$ cat src/rtl/hex_display_scanner.sv
// rtl/hex_display_scanner.sv - eight-digit multiplexed 7-segment scanner with frame-aligned word commit
// Optional change-blink on commit is built when HEX_SCAN_CHANGE_BLINK_EN is defined.
module hex_display_scanner #(
  parameter int unsigned SCAN_DIV       = 50000,
  parameter bit          SEG_ACTIVE_LOW = 1'b1
) (
  input  logic        Clock,
  input  logic        Reset,
  input  logic [31:0] HexDisplay32Bits,
  input  logic        Load_Valid,
  output logic        Load_Ready,
  input  logic        Blank_Enable,
  output logic [7:0]  Digit_Enable,
  output logic [6:0]  Segments,
  output logic        Frame_Done,
  output logic [31:0] Active_Word
);

  localparam int            PW         = $clog2(SCAN_DIV);
  localparam logic [PW-1:0] PRESC_LAST = PW'(SCAN_DIV - 1);
  localparam logic [7:0]    DEN_OFF    = SEG_ACTIVE_LOW ? 8'hFF : 8'h00;
  localparam logic [6:0]    SEG_OFF    = SEG_ACTIVE_LOW ? 7'h7F : 7'h00;

  logic [PW-1:0] presc_q;
  logic [2:0]    digit_q;
  logic [31:0]   pending_q;
  logic          pending_full_q;
  logic [31:0]   active_q;
  logic [7:0]    den_q;
  logic [6:0]    seg_q;
  logic          frame_done_q;

  logic          terminal;
  logic          boundary;
  logic          commit;
  logic          load_fire;
  logic [31:0]   shifted;
  logic          blank_lz;
  logic          blink_off;
  logic [6:0]    seg_on_d;
  logic [6:0]    seg_d;
  logic [7:0]    den_d;

  assign terminal  = (presc_q == PRESC_LAST);
  assign boundary  = terminal && (digit_q == 3'd7);
  // Commit only drains a full buffer; accept only into an empty one, so the two never coincide.
  assign commit    = boundary && pending_full_q;
  assign load_fire = Load_Valid && !pending_full_q;

  assign Load_Ready   = !pending_full_q;
  assign Digit_Enable = den_q;
  assign Segments     = seg_q;
  assign Frame_Done   = frame_done_q;
  assign Active_Word  = active_q;

  function automatic logic [6:0] hex7(input logic [3:0] n);
    case (n)
      4'h0: hex7 = 7'h3F;
      4'h1: hex7 = 7'h06;
      4'h2: hex7 = 7'h5B;
      4'h3: hex7 = 7'h4F;
      4'h4: hex7 = 7'h66;
      4'h5: hex7 = 7'h6D;
      4'h6: hex7 = 7'h7D;
      4'h7: hex7 = 7'h07;
      4'h8: hex7 = 7'h7F;
      4'h9: hex7 = 7'h6F;
      4'hA: hex7 = 7'h77;
      4'hB: hex7 = 7'h7C;
      4'hC: hex7 = 7'h39;
      4'hD: hex7 = 7'h5E;
      4'hE: hex7 = 7'h79;
      default: hex7 = 7'h71;
    endcase
  endfunction

`ifdef HEX_SCAN_CHANGE_BLINK_EN
  logic [7:0] mask_q;
  logic [5:0] fcnt_q;
  logic [7:0] change_mask;

  always_comb begin
    change_mask = '0;
    for (int i = 0; i < 8; i++) begin
      change_mask[i] = (pending_q[4*i +: 4] != active_q[4*i +: 4]);
    end
  end

  assign blink_off = mask_q[digit_q] && !fcnt_q[5] && fcnt_q[2];

  // Counter advances on the same edge the frame wraps, so frame k after a commit sees count k.
  always_ff @(posedge Clock) begin
    if (Reset) begin
      mask_q <= '0;
      fcnt_q <= '0;
    end else if (commit) begin
      mask_q <= change_mask;
      fcnt_q <= '0;
    end else if (boundary && (mask_q != 8'h00)) begin
      if (fcnt_q == 6'd31) begin
        mask_q <= '0;
        fcnt_q <= 6'd32;
      end else begin
        fcnt_q <= fcnt_q + 6'd1;
      end
    end
  end
`else
  assign blink_off = 1'b0;
`endif

  // Everything above the current nibble, inclusive, being zero means the digit is a leading zero.
  always_comb begin
    shifted  = active_q >> {digit_q, 2'b00};
    blank_lz = Blank_Enable && (digit_q != 3'd0) && (shifted == 32'd0);
    seg_on_d = (blank_lz || blink_off) ? 7'h00 : hex7(shifted[3:0]);
    seg_d    = SEG_ACTIVE_LOW ? ~seg_on_d : seg_on_d;
    den_d    = SEG_ACTIVE_LOW ? ~(8'd1 << digit_q) : (8'd1 << digit_q);
  end

  always_ff @(posedge Clock) begin
    if (Reset) begin
      presc_q        <= '0;
      digit_q        <= '0;
      pending_q      <= '0;
      pending_full_q <= 1'b0;
      active_q       <= '0;
      den_q          <= DEN_OFF;
      seg_q          <= SEG_OFF;
      frame_done_q   <= 1'b0;
    end else begin
      presc_q      <= terminal ? '0 : presc_q + 1'b1;
      if (terminal) begin
        digit_q <= digit_q + 3'd1;
      end
      frame_done_q <= boundary;
      den_q        <= den_d;
      seg_q        <= seg_d;
      if (commit) begin
        active_q       <= pending_q;
        pending_full_q <= 1'b0;
      end else if (load_fire) begin
        pending_q      <= HexDisplay32Bits;
        pending_full_q <= 1'b1;
      end
    end
  end

endmodule

$ cat config.mk
export PLATFORM = sky130hd
export DESIGN_NAME = hex_display_scanner
export DESIGN_NICKNAME = d
export VERILOG_FILES = /design/src/rtl/hex_display_scanner.sv
export SDC_FILE = /design/constraint.sdc
export NUM_CORES = 1
export LEC_CHECK = 0
export CORE_MARGIN = 4
export CORE_UTILIZATION = 40
export DETAILED_ROUTE_END_ITERATION = 8
export GPL_ROUTABILITY_DRIVEN = 1
export PLACE_DENSITY = 0.69
export REMOVE_ABC_BUFFERS = 1
export SLEW_MARGIN = 20
export SYNTH_ARGS = -nofsm -noshare
export SYNTH_HDL_FRONTEND = slang
export SYNTH_SLANG_ARGS = --single-unit
$ cat constraint.sdc
create_clock -name Clock -period 3.3 [get_ports Clock]
set_input_delay 0.495 -clock Clock [delete_from_list [all_inputs] [get_ports Clock]]
set_output_delay 0.495 -clock Clock [all_outputs]
set_load 0.01 [all_outputs]
* Yosys cells after proc, flatten, opt, wreduce, memory -nomap -nowiden
Memories as Yosys holds them, arrays and structs flattened.
Cells that the tools add are included.
** Word-level totals
- Register bits :: 100
- Latch bits :: 0
- Memory bits (writable) :: 0
- Memory bits (read-only) :: 112
- Input port bits :: 36
- Output and inout port bits :: 49
- Memories :: 1
** Operators by class
- Add/subtract/negate cells :: 2
- Multipliers :: 0
- Div/mod/pow operators :: 0
- Magnitude comparators :: 0
- Equality and inequality tests :: 2
- Shift-type cells :: 2
- Muxes and demuxes :: 1
- Bitwise operators :: 3
- Reductions and logical operators :: 11
** Memories
- (no name shown) :: words 16, bits a word 7, rd ports 1, clocked after memory_dff 0, wr ports 0, line 57 : case (n)
** Operator list (count)
- $logic_not 32->1 :: 1
- $shr 32x5->32 :: 1
- $add 16x1->16 const B :: 1
- $eq 16x16->1 const B :: 1
- $not 8->8 :: 1
- $shl 1x3->8 const A :: 1
- $mux 7 :: 1
- $not 7->7 :: 1
- $logic_and 1x1->1 :: 5
- $reduce_or 2->1 :: 2
- $add 3x1->3 const B :: 1
- $eq 3x3->1 const B :: 1
- $reduce_bool 3->1 :: 1
- $reduce_and 2->1 :: 1
- $logic_not 1->1 :: 1
- $not 1->1 :: 1

* Longest topological paths before layout
- Depth in word-level cells :: 5
- Mapped depth :: 10
- Mapped depth without buffers :: 8

* Worst setup path after synthesis
Ideal clock, no wire load.
- Path kind :: register to register
- Start :: register digit_q[0]
- End :: register seg_q[0], in the netlist Segments[0]
- Arrival time :: 2472 ps
- Setup slack :: 746 ps
- Cell stages (with the launch flop) :: 9
- Cell sequence :: dfxtp_1 buf_6 mux4_2 mux2i_1 ha_1 nand2_1 a211oi_1 a31oi_4 o221ai_1
** Between the ends
- Word-level cells in the longest chain between the ends :: 5
** Ends and longest elaborated chain
- start, declared :: line 25 : logic [2:0] digit_q;
- start signal, assigned :: line 134 : digit_q <= digit_q + 3'd1;
- parallel branches: the longest is 3 deep, another holds $mem_v2 16x7
- $mux 7 * :: line 116 : seg_on_d = (blank_lz || blink_off) ? 7'h00 : hex7(shifted[3:0]);
- $not 7->7 * :: line 117 : seg_d = SEG_ACTIVE_LOW ? ~seg_on_d : seg_on_d;
- end signal, assigned :: line 138 : seg_q <= seg_d;
- end, declared :: line 30 : logic [6:0] seg_q;
Every way passes the cells marked *.
A chain may end at the register's enable or synchronous reset.

* Worst setup path after layout
- Start :: register digit_q[0]
- End :: register seg_q[1], in the netlist Segments[1]
The elaborated chain is that of the path after synthesis.

==> impl_metrics.ini <==
[worst_setup_path]
cp.required_ns = 3.58
crit_chain = mux4_2 > mux2i_1 > ha_1 > nand2_1 > a211oi_1 > a31oi_4 > o221ai_1
crit_arrival_ns = 3.29
crit_path_end = Segments[1]
cp.depth = 7
crit_buf_inv = 0
crit_path_start = digit_q[0]
ff2ff_path_depth = 7
path_delay_family = multiplexers
reg2reg_slack_ns = 0.30
cp-end-kind = flop
slowest_delay_ns = 0.75
cp_max_fo = 15
reg2reg_to = Segments[1]
r2r_start = digit_q[0]
crit_path_start_kind = flop
crit_type = flop to flop
critPathSlowestCell = dfxtp_1

[clocking]
cts_buffers = 9
clk_latency_ns = 0.37
clockBufferDepth = 2
root_buffer = clkbuf_8
postCtsSetupBuffers = 0
clock_sink_count = 100
cts_resized = 0
cts_tree = done
ctsHoldBuffers = 0
clkTransAtPathRegs_ns = 0.10
h-tree-depth = 3

[yosys]
syn-instance-count = 493
synthDistinctLibCells = 49
synth_top_area_share_pct = 47.0
synth_adder_area_share_pct = 3.82
yosysWarnings = 0
yosys.area_share.simple_pct = 22.2
synth-edff-count = 0
synth_ff_type = dfxtp_1
async_flop_share_pct = 0
ys_seq_area_share_pct = 47.0
netlist_area_um2 = 4260
yosys-mux-area-fraction_pct = 6.94
avgSynthCellArea_um2 = 8.64
synth_compound_area_share_pct = 13.0
synth_xor_area_share_pct = 2.88
yosys.area.top_type = dfxtp_1
synth.area.top_cells = dfxtp_1 (47%), nand2_1 (13%), a21oi_1 (8.1%)
ys_ff_latch = 100
synth_top_family_by_area = simple AND/OR/NAND/NOR gates

[floorplanning]
rows = 37
fp.coreArea_um2 = 10300
start_util_pct = 41.2
fp.dieH_um = 111
die_w_um = 111
fp.dieArea_um2 = 12400
ios = 85

[global_route]
grt_pass1_wl_mm = 16.6
antenna_found_initial = 0
track_usage_pct = 16.3
grt_start_max_net_pins = 40
grt-ovfl-total = 0
grt_pass1_vias = 3405

[timing]
maxSlewHeadroom_pct = 53.3
post-route-period-util_pct = 91.1
tightest_slew_ns = 0.701
slew_violations = 0
fin_ws_ns = 0.295
finalSetupTns_ns = 0
setup_viol = 0
fmax_mhz = 333
skew_ns = 0.0184
finalCriticalPeriod_ns = 3.00
hold_viol_final = 0
rsz0062_at_grt = no

[place]
post-place-cells = 688
dp.final_hpwl_mm = 7.17
port_buffers = 84
routabilityCongestion = 0.865
dp_slack_ns = 0.346
dpl-instance-area_um2 = 5170

[layout]
final_cells = 704
num_antenna_cells = 0
area_growth_pct = 26.1
design_area_um2 = 5370
final_nets = 612
drive_above_1_share_pct = 7.92

[route]
firstDrtPassIters = 4
vias = 3487
ant_nets = 0
via_per_inst = 4.95
drc = 0
totalWireLength_mm = 9.71
drt_iter0_drc = 241
routedWlPerCell_um = 13.8

[power_and_ir_drop]
ir_drop_mv = 0.215
cellPowerDensity_nw_per_um2 = 398
p_leak_nw = 1.92

[run]
maxCapViolCount = 0

[outcome]
status = complete, no violations

[min_path]
hold_path.class = flop to flop
[layout by cell type (no fill, tap or decap), types with 2 or more instances in the layout]
| cell | Yosys | routed |
|---|---|---|
| nand2_1 | 144 | 143 |
| dfxtp_1 | 100 | 100 |
| clkdlybuf4s50_1 | 0 | 83 |
| a21oi_1 | 69 | 69 |
| nor2_1 | 25 | 24 |
| ha_1 | 13 | 13 |
| mux2i_1 | 10 | 10 |
| xnor2_1 | 10 | 10 |
| clkbuf_8 | 0 | 10 |
| inv_1 | 8 | 8 |
| nand4_1 | 8 | 8 |
| mux4_2 | 6 | 6 |
| nor4_1 | 6 | 6 |
| nor3_1 | 5 | 5 |
| nand2b_1 | 4 | 4 |
| o21ai_0 | 4 | 4 |
| o21ai_1 | 4 | 4 |
| xor2_1 | 4 | 4 |
| and3_1 | 4 | 4 |
| inv_2 | 3 | 3 |
| nand3_1 | 3 | 3 |
| a211oi_1 | 3 | 3 |
| a22oi_1 | 3 | 3 |
| inv_6 | 0 | 3 |
| buf_4 | 3 | 3 |
| and4bb_2 | 2 | 2 |
| or2_2 | 2 | 2 |
| o221ai_1 | 2 | 2 |
| or3_1 | 2 | 2 |
| clkinvlp_4 | 0 | 2 |
[synth_stat cells, drive strengths merged, types with 2 or more instances]
| cell type | number |
|---|---|
| nand2 | 144 |
| dfxtp | 100 |
| a21oi | 69 |
| nor2 | 25 |
| clkbuf | 15 |
| buf | 14 |
| ha | 13 |
| inv | 11 |
| mux2i | 11 |
| xnor2 | 10 |
| nand4 | 8 |
| o21ai | 8 |
| mux4 | 7 |
| nor4 | 6 |
| nor3 | 5 |
| and3 | 4 |
| nand2b | 4 |
| xor2 | 4 |
| a211oi | 3 |
| a22oi | 3 |
| nand3 | 3 |
| and4bb | 2 |
| nor2b | 2 |
| o221ai | 2 |
| or2 | 2 |
| or3 | 2 |
[power by group]
group | leakage [nW] | internal, mW | switching (mW)
logic | 1.01 | 0.0676 | 0.0621
registers | 0.814 | 1.24 | 0.0148
clock network | 0.0918 | 0.308 | 0.445
total | 1.92 | 1.61 | 0.522
[layout make-up]
| class | count | area (µm²) |
|---|---|---|
| clock buffer | 10 | 138 |
| clock inverter | 6 | 52.6 |
| fill | 978 | 4960 |
| inverter | 11 | 41.3 |
| multi-input combinational | 353 | 2090 |
| sequential | 100 | 2000 |
| tap | 136 | 170 |
| timing repair buffer | 88 | 878 |
[stage by stage]
stage               total power [mW]  utilization (%)  hold slack [ns]
finish                          2.13             52.0            0.452
global route                    2.22             52.0            0.481
CTS                             2.16             52.0            0.460
detailed placement              1.41             50.1            0.444
global placement                1.41             50.1            0.425
floorplan                       1.33                -            0.413
[metal layers]
metal / vias up / wire length, µm / GRT usage (%)
met4: 0 / 116 / 5.43
li1: 1805 / - / -
met2: 72 / 4700 / 27.1
met5: - / 0 / 0
met3: 11 / 393 / 3.49
met1: 1599 / 4500 / 20.9
[worst min path at each step]
stage / slack (ns) / end / depth (start not counted) / startpoint
final: 0.45 / presc_q[0] / 1 / presc_q[0]
after global routing: 0.48 / Active_Word[23] / 2 / pending_q[23]
after CTS: 0.46 / Active_Word[18] / 2 / pending_q[18]
after detailed placement: 0.44 / Active_Word[18] / 2 / pending_q[18]
after global placement: 0.43 / presc_q[0] / 1 / presc_q[0]
after floorplan: 0.41 / presc_q[0] / 1 / presc_q[0]
[cells by family after synthesis]
family / after synthesis
fa+ha+maj: 13
xor+xnor: 14
simple gates: 214
mux: 19
flops: 100
compound gates: 93
buf+inv: 40
[sequential cells by signal, summed over array words and instances, names as in the netlist]
register / count
Digit_Enable: 8
Active_Word: 32
pending_q: 32
Frame_Done: 1
Segments: 7
pending_full_q: 1
presc_q: 16
digit_q: 3
Note: power is estimated with default switching activity, not from simulation.
